--- src/rtl/aes_pkg.sv ---
// Shared types and constants for the AES chip key/plaintext loader.
package aes_pkg;

  typedef enum logic [1:0] {
    IDLE  = 2'd0,
    GRANT = 2'd1,
    SEND  = 2'd2,
    GAP   = 2'd3
  } state_t;

  localparam logic ID_KEY          = 1'b1;
  localparam logic ID_TXT          = 1'b0;
  localparam int   BYTES_PER_BLOCK = 16;
  localparam int   DIV_DEFAULT     = 16;

endpackage

--- src/rtl/aes_byte_pacer.sv ---
// Free-running DIV-cycle pacing counter; tick is high on the last count of each period.
module aes_byte_pacer #(
  parameter int unsigned DIV = 16
) (
  input  logic clk,
  input  logic rst,
  input  logic clr,
  input  logic en,
  output logic tick
);

  localparam logic [7:0] LAST = 8'(DIV - 1);

  logic [7:0] cnt;

  assign tick = en && (cnt == LAST);

  always_ff @(posedge clk or posedge rst) begin
    if (rst)       cnt <= 8'd0;
    else if (clr)  cnt <= 8'd0;
    else if (en)   cnt <= tick ? 8'd0 : cnt + 8'd1;
  end

endmodule

--- src/rtl/aes_load_sched.sv ---
// Serialises 128-bit key/plaintext blocks into paced bytes for an external AES chip.
// Define AES_LOAD_RR_EN for round-robin arbitration instead of key-over-text priority.
module aes_load_sched
  import aes_pkg::*;
#(
  parameter int unsigned DIV = DIV_DEFAULT
) (
  input  logic         clk,
  input  logic         rst,
  input  logic         key_req,
  input  logic [127:0] key_data,
  output logic         key_ack,
  input  logic         txt_req,
  input  logic [127:0] txt_data,
  output logic         txt_ack,
  output logic         aes_cu,
  output logic         aes_id,
  output logic [7:0]   aes_data,
  output logic         aes_valid,
  output logic         busy
);

  localparam logic [3:0] LAST_BYTE = 4'(BYTES_PER_BLOCK - 1);

  state_t       state, state_nxt;
  logic [127:0] shreg;
  logic [3:0]   byte_idx;
  logic         tick;
  logic         win_key;
  logic         any_req;
  logic         emit;

  assign any_req = key_req | txt_req;

`ifdef AES_LOAD_RR_EN
  logic last_srv;

  // On a tie the type not served last wins; reset value "text" lets key go first.
  assign win_key = key_req && (!txt_req || (last_srv == ID_TXT));

  always_ff @(posedge clk or posedge rst) begin
    if (rst)                           last_srv <= ID_TXT;
    else if (state == IDLE && any_req) last_srv <= win_key ? ID_KEY : ID_TXT;
  end
`else
  assign win_key = key_req;
`endif

  aes_byte_pacer #(.DIV(DIV)) u_pacer (
    .clk  (clk),
    .rst  (rst),
    .clr  (state == IDLE || state == GRANT),
    .en   (state == SEND || state == GAP),
    .tick (tick)
  );

  assign emit   = (state == SEND) && tick;
  assign aes_cu = (state == GRANT) || (state == SEND);
  assign busy   = (state != IDLE);

  always_ff @(posedge clk or posedge rst) begin
    if (rst) state <= IDLE;
    else     state <= state_nxt;
  end

  always_comb begin
    state_nxt = state;
    case (state)
      IDLE:  if (any_req) state_nxt = GRANT;
      GRANT: state_nxt = SEND;
      SEND:  if (emit && byte_idx == LAST_BYTE) state_nxt = GAP;
      GAP:   if (tick) state_nxt = IDLE;
      default: state_nxt = IDLE;
    endcase
  end

  // The block is captured on the edge into GRANT, so later input changes never reach the frame.
  always_ff @(posedge clk or posedge rst) begin
    if (rst) begin
      shreg     <= '0;
      byte_idx  <= 4'd0;
      aes_id    <= ID_KEY;
      aes_data  <= 8'h00;
      aes_valid <= 1'b0;
      key_ack   <= 1'b0;
      txt_ack   <= 1'b0;
    end else begin
      key_ack <= 1'b0;
      txt_ack <= 1'b0;
      if (state == IDLE && any_req) begin
        shreg    <= win_key ? key_data : txt_data;
        aes_id   <= win_key ? ID_KEY : ID_TXT;
        byte_idx <= 4'd0;
      end
      if (emit) begin
        aes_data  <= shreg[127:120];
        shreg     <= {shreg[119:0], 8'h00};
        aes_valid <= ~aes_valid;
        byte_idx  <= byte_idx + 4'd1;
        if (byte_idx == LAST_BYTE) begin
          key_ack <= (aes_id == ID_KEY);
          txt_ack <= (aes_id == ID_TXT);
        end
      end
    end
  end

endmodule

--- config.mk ---
export PLATFORM = sky130hd
export DESIGN_NAME = aes_load_sched
export DESIGN_NICKNAME = d
export VERILOG_FILES = /design/src/rtl/aes_pkg.sv /design/src/rtl/aes_byte_pacer.sv /design/src/rtl/aes_load_sched.sv
export SDC_FILE = /design/constraint.sdc
export NUM_CORES = 1
export LEC_CHECK = 0
export CAP_MARGIN = 10
export CORE_ASPECT_RATIO = 2
export CORE_MARGIN = 4
export CORE_UTILIZATION = 40
export CTS_BUF_LIST = sky130_fd_sc_hd__clkbuf_8
export DETAILED_ROUTE_END_ITERATION = 8
export DONT_BUFFER_PORTS = 1
export PLACE_DENSITY = 0.59
export SYNTH_ARGS = -nofsm -noshare
export SYNTH_HDL_FRONTEND = slang
export SYNTH_SLANG_ARGS = --single-unit
--- constraint.sdc ---
create_clock -name clk -period 5.1 [get_ports clk]
set_clock_uncertainty 0.1 [all_clocks]
set_input_delay 0.255 -clock clk [delete_from_list [all_inputs] [get_ports clk]]
set_output_delay 0.255 -clock clk [all_outputs]
set_load 0.02 [all_outputs]
==> metrics.txt <==
Synth async-reset ratio 100%; worst min-delay path category input pin to register; Achievable Freq 385 MHz; synthesized netlist net count 1221; total global routing track utilization 17.0%; post-synthesis cell count 955; Inst Count DP 1150; final clock period utilization by the worst path 50.9%; TNS Setup 0 ps; switching portion of total power 34.4%; count of non-filler cells in the finished layout 1227; largest driver fanout on the critical path 66; met3 routed wirelength 1090 um; cell-internal power 2.98 mW; critical hold path startpoint txt_data[51]; synthesized area divided by synthesized cell count 8.72 um^2; portion of total power attributed to combinational logic 30.3%; Chip Width 110 um; Met2 Routed Length 10400 um; pins over their slew limit 0; wl on met1 8230 um; top-level I/O count 274; number of placement rows 74; Crit Path Category register to register; net switching power figure 1.56 mW; number of resized instances in the post-cts repair step 0; post-synthesis register bit count 154; Post CTS Setup Buffer Count 0; launch point of the worst reg-to-reg path u_pacer.cnt[5]; Period minus WS final 2600 ps; post-synth top area cell sky130_fd_sc_hd__dfrtp_1; unrepaired setup endpoints after global routing no; input/output buffers 0; number of vias per cell after detailed routing 5.25; Initial Util 40.7%; Yosys warnings 0; clock-pin slew on the worst setup and hold paths 80 ps; share of the synthesized area in the top cell type 46.0%; count of flip-flops with a built-in enable after synthesis 0; Post-synth top cells sky130_fd_sc_hd__nand2_1 (154), sky130_fd_sc_hd__dfrtp_1 (153), sky130_fd_sc_hd__nor2_1 (140); post-detailed-routing wire length 20100 um; share of cells above drive strength 1 4.17%; Critical path origin u_pacer.cnt[5]; Placeable Area 20500 um^2; antenna-violating nets left 0; synth unique cells 35; count of max-cap constraint violations 0; area added between synthesis and finish 10.9%; buffer cell driving the clock tree root sky130_fd_sc_hd__clkbuf_8; portion of total power attributed to the clock network 24.2%; worst slew slack as a fraction of its limit 30.6%; pin count of the biggest net entering global routing 244; largest buffer count on any clock path 2; synth top area cells sky130_fd_sc_hd__dfrtp_1 (46%), sky130_fd_sc_hd__mux2i_1 (16%), sky130_fd_sc_hd__a21oi_1 (7.4%), sky130_fd_sc_hd__nand2_1 (6.9%), sky130_fd_sc_hd__nor2_1 (6.3%); vias post-DR 6439; CTS H-Tree Depth 4; Die Y-Extent 212 um; register area share after synthesis 46.3%; final RePlAce weighted congestion 0.766; CTS sink cnt 154; P per Cell Area 492 nW/um^2; WL per Instance 16.4 um; number of buffers added by the clock tree synthesis step 17; proportion of power drawn by flip-flops and latches 45.5%; leakage power summed over all cells 4.01 nW; Max IR drop VDD 0.864 mV; worst-case setup margin in the final layout 2500 ps; Detailed Routing Iterations Pass 1 4; Worst Setup End Kind register; die area 23300 um^2; type of element launching the critical path register; worst-skew pair later-pin latency 440 ps; run status complete, no violations; # nets final 1213; cell area after synthesis 8330 um^2; drt first-iter violations 343; most used flip-flop cell after synthesis sky130_fd_sc_hd__dfrtp_1; Post-CTS Hold Buffers 44; estimated wirelength of the detail-placed design 13200 um; data arrival at the endpoint of the critical path 2800 ps; total overflow reported by the global router 0; clock tree from TritonCTS done; global-route wire length before repair 31100 um; Worst EP required 5300 ps; top sig layer met4; hold violation total from the final report 0; post-detailed-route DRC marker count 0; via count of the first global-routing pass 6238; final setup fails 0; Post-Place Worst Slack 2520 ps; most frequently used cell type in the post-synthesis netlist sky130_fd_sc_hd__nand2_1; transition time of the tightest slew-check pin 1040 ps; antenna violations before repair 0
## state kept, by name, summed over array words and instances (netlist names)
| name | cells |
|---|---|
| shreg | 128 |
| aes_data | 8 |
| u_pacer.cnt | 8 |
| byte_idx | 4 |
| state | 2 |
| aes_id | 1 |
| aes_valid | 1 |
| key_ack | 1 |
| txt_ack | 1 |
## per-stage QoR
| stage | total power [mW] | utilization (%) | hold WS (ps) | cell area (um^2) |
|---|---|---|---|---|
| 2_1_floorplan | 3.14 | - | 338 | 8330 |
| 3_3_place_gp | 3.40 | 40.7 | 272 | 8320 |
| 3_5_place_dp | 3.45 | 40.7 | 281 | 8320 |
| 4_1_cts | 4.61 | 45.1 | 0.692 | 9230 |
| 5_1_grt | 4.91 | 45.1 | 33.1 | 9230 |
| 6_report | 4.54 | 45.1 | 26.7 | 9240 |
## metal layers
layer,track usage (%),vias to the layer above
li1,-,3253
met1,20.9,2973
met2,29.4,190
met3,3.04,23
met4,5.94,0
met5,0,-
## cell type report
cell class | count | area (um^2)
clock buffer | 19 | 262
tap | 266 | 333
inverter | 5 | 23.8
sequential | 154 | 3850
multi-input combinational | 721 | 4050
antenna | 1 | 2.50
timing repair buffer | 48 | 495
fill | 1978 | 11200
clock inverter | 13 | 211
## critical path, stage by stage, from the launching register on
cell                      delay (ps)
sky130_fd_sc_hd__dfrtp_1         460
sky130_fd_sc_hd__nor4_4          400
sky130_fd_sc_hd__and3_4          690
sky130_fd_sc_hd__buf_4           570
sky130_fd_sc_hd__o21ai_0         180
## cell usage in the layout (no fill, tap or decap), drive strengths merged, types with 2 or more instances in the layout
master / n
mux2i: 131
nor3: 2
a211oi: 8
clkbuf: 19
o21ai: 125
nor4: 3
xor2: 2
mux2: 2
nand4: 2
nor2: 140
a32o: 2
or2: 2
nand3: 10
dlygate4sd3: 44
nand2: 154
bufinv: 6
buf: 4
and3: 2
dfrtp: 153
a21oi: 123
inv: 10
ha: 6
## path summary, 6_finish.rpt
check | slack [ps] | depth (start not counted) | endpoint
worst max-delay path | 2500 | 4 | shreg[20]
worst min-delay path | 30 | 4 | shreg[51]
worst max register to register | 2500 | 4 | shreg[20]
worst min register to register | 380 | 2 | shreg[9]
max in group asynchronous | 3170 | 3 | u_pacer.cnt[2]
min in group asynchronous | 350 | 2 | shreg[79]
## power groups by stage
stage               Clock (mW)  Combinational, mW  Sequential [mW]
finish                    1.10               1.37             2.07
floorplan                    0               1.16             1.98
detailed placement           0               1.36             2.09
CTS                       1.13               1.40             2.07
global placement             0               1.31             2.08
global route              1.18               1.60             2.13
## cells by family after synthesis
family,count (synthesis),synth area share (%)
AOI/OAI and AO/OA,262,16.3
xor gates and xnor gates,3,0.316
and+or+nand+nor,317,15.0
muxes,133,16.0
adders and majority gates,6,0.901
buffers and inverters,80,5.21
DFF,154,46.3
Power figures use the tool's default switching activity.
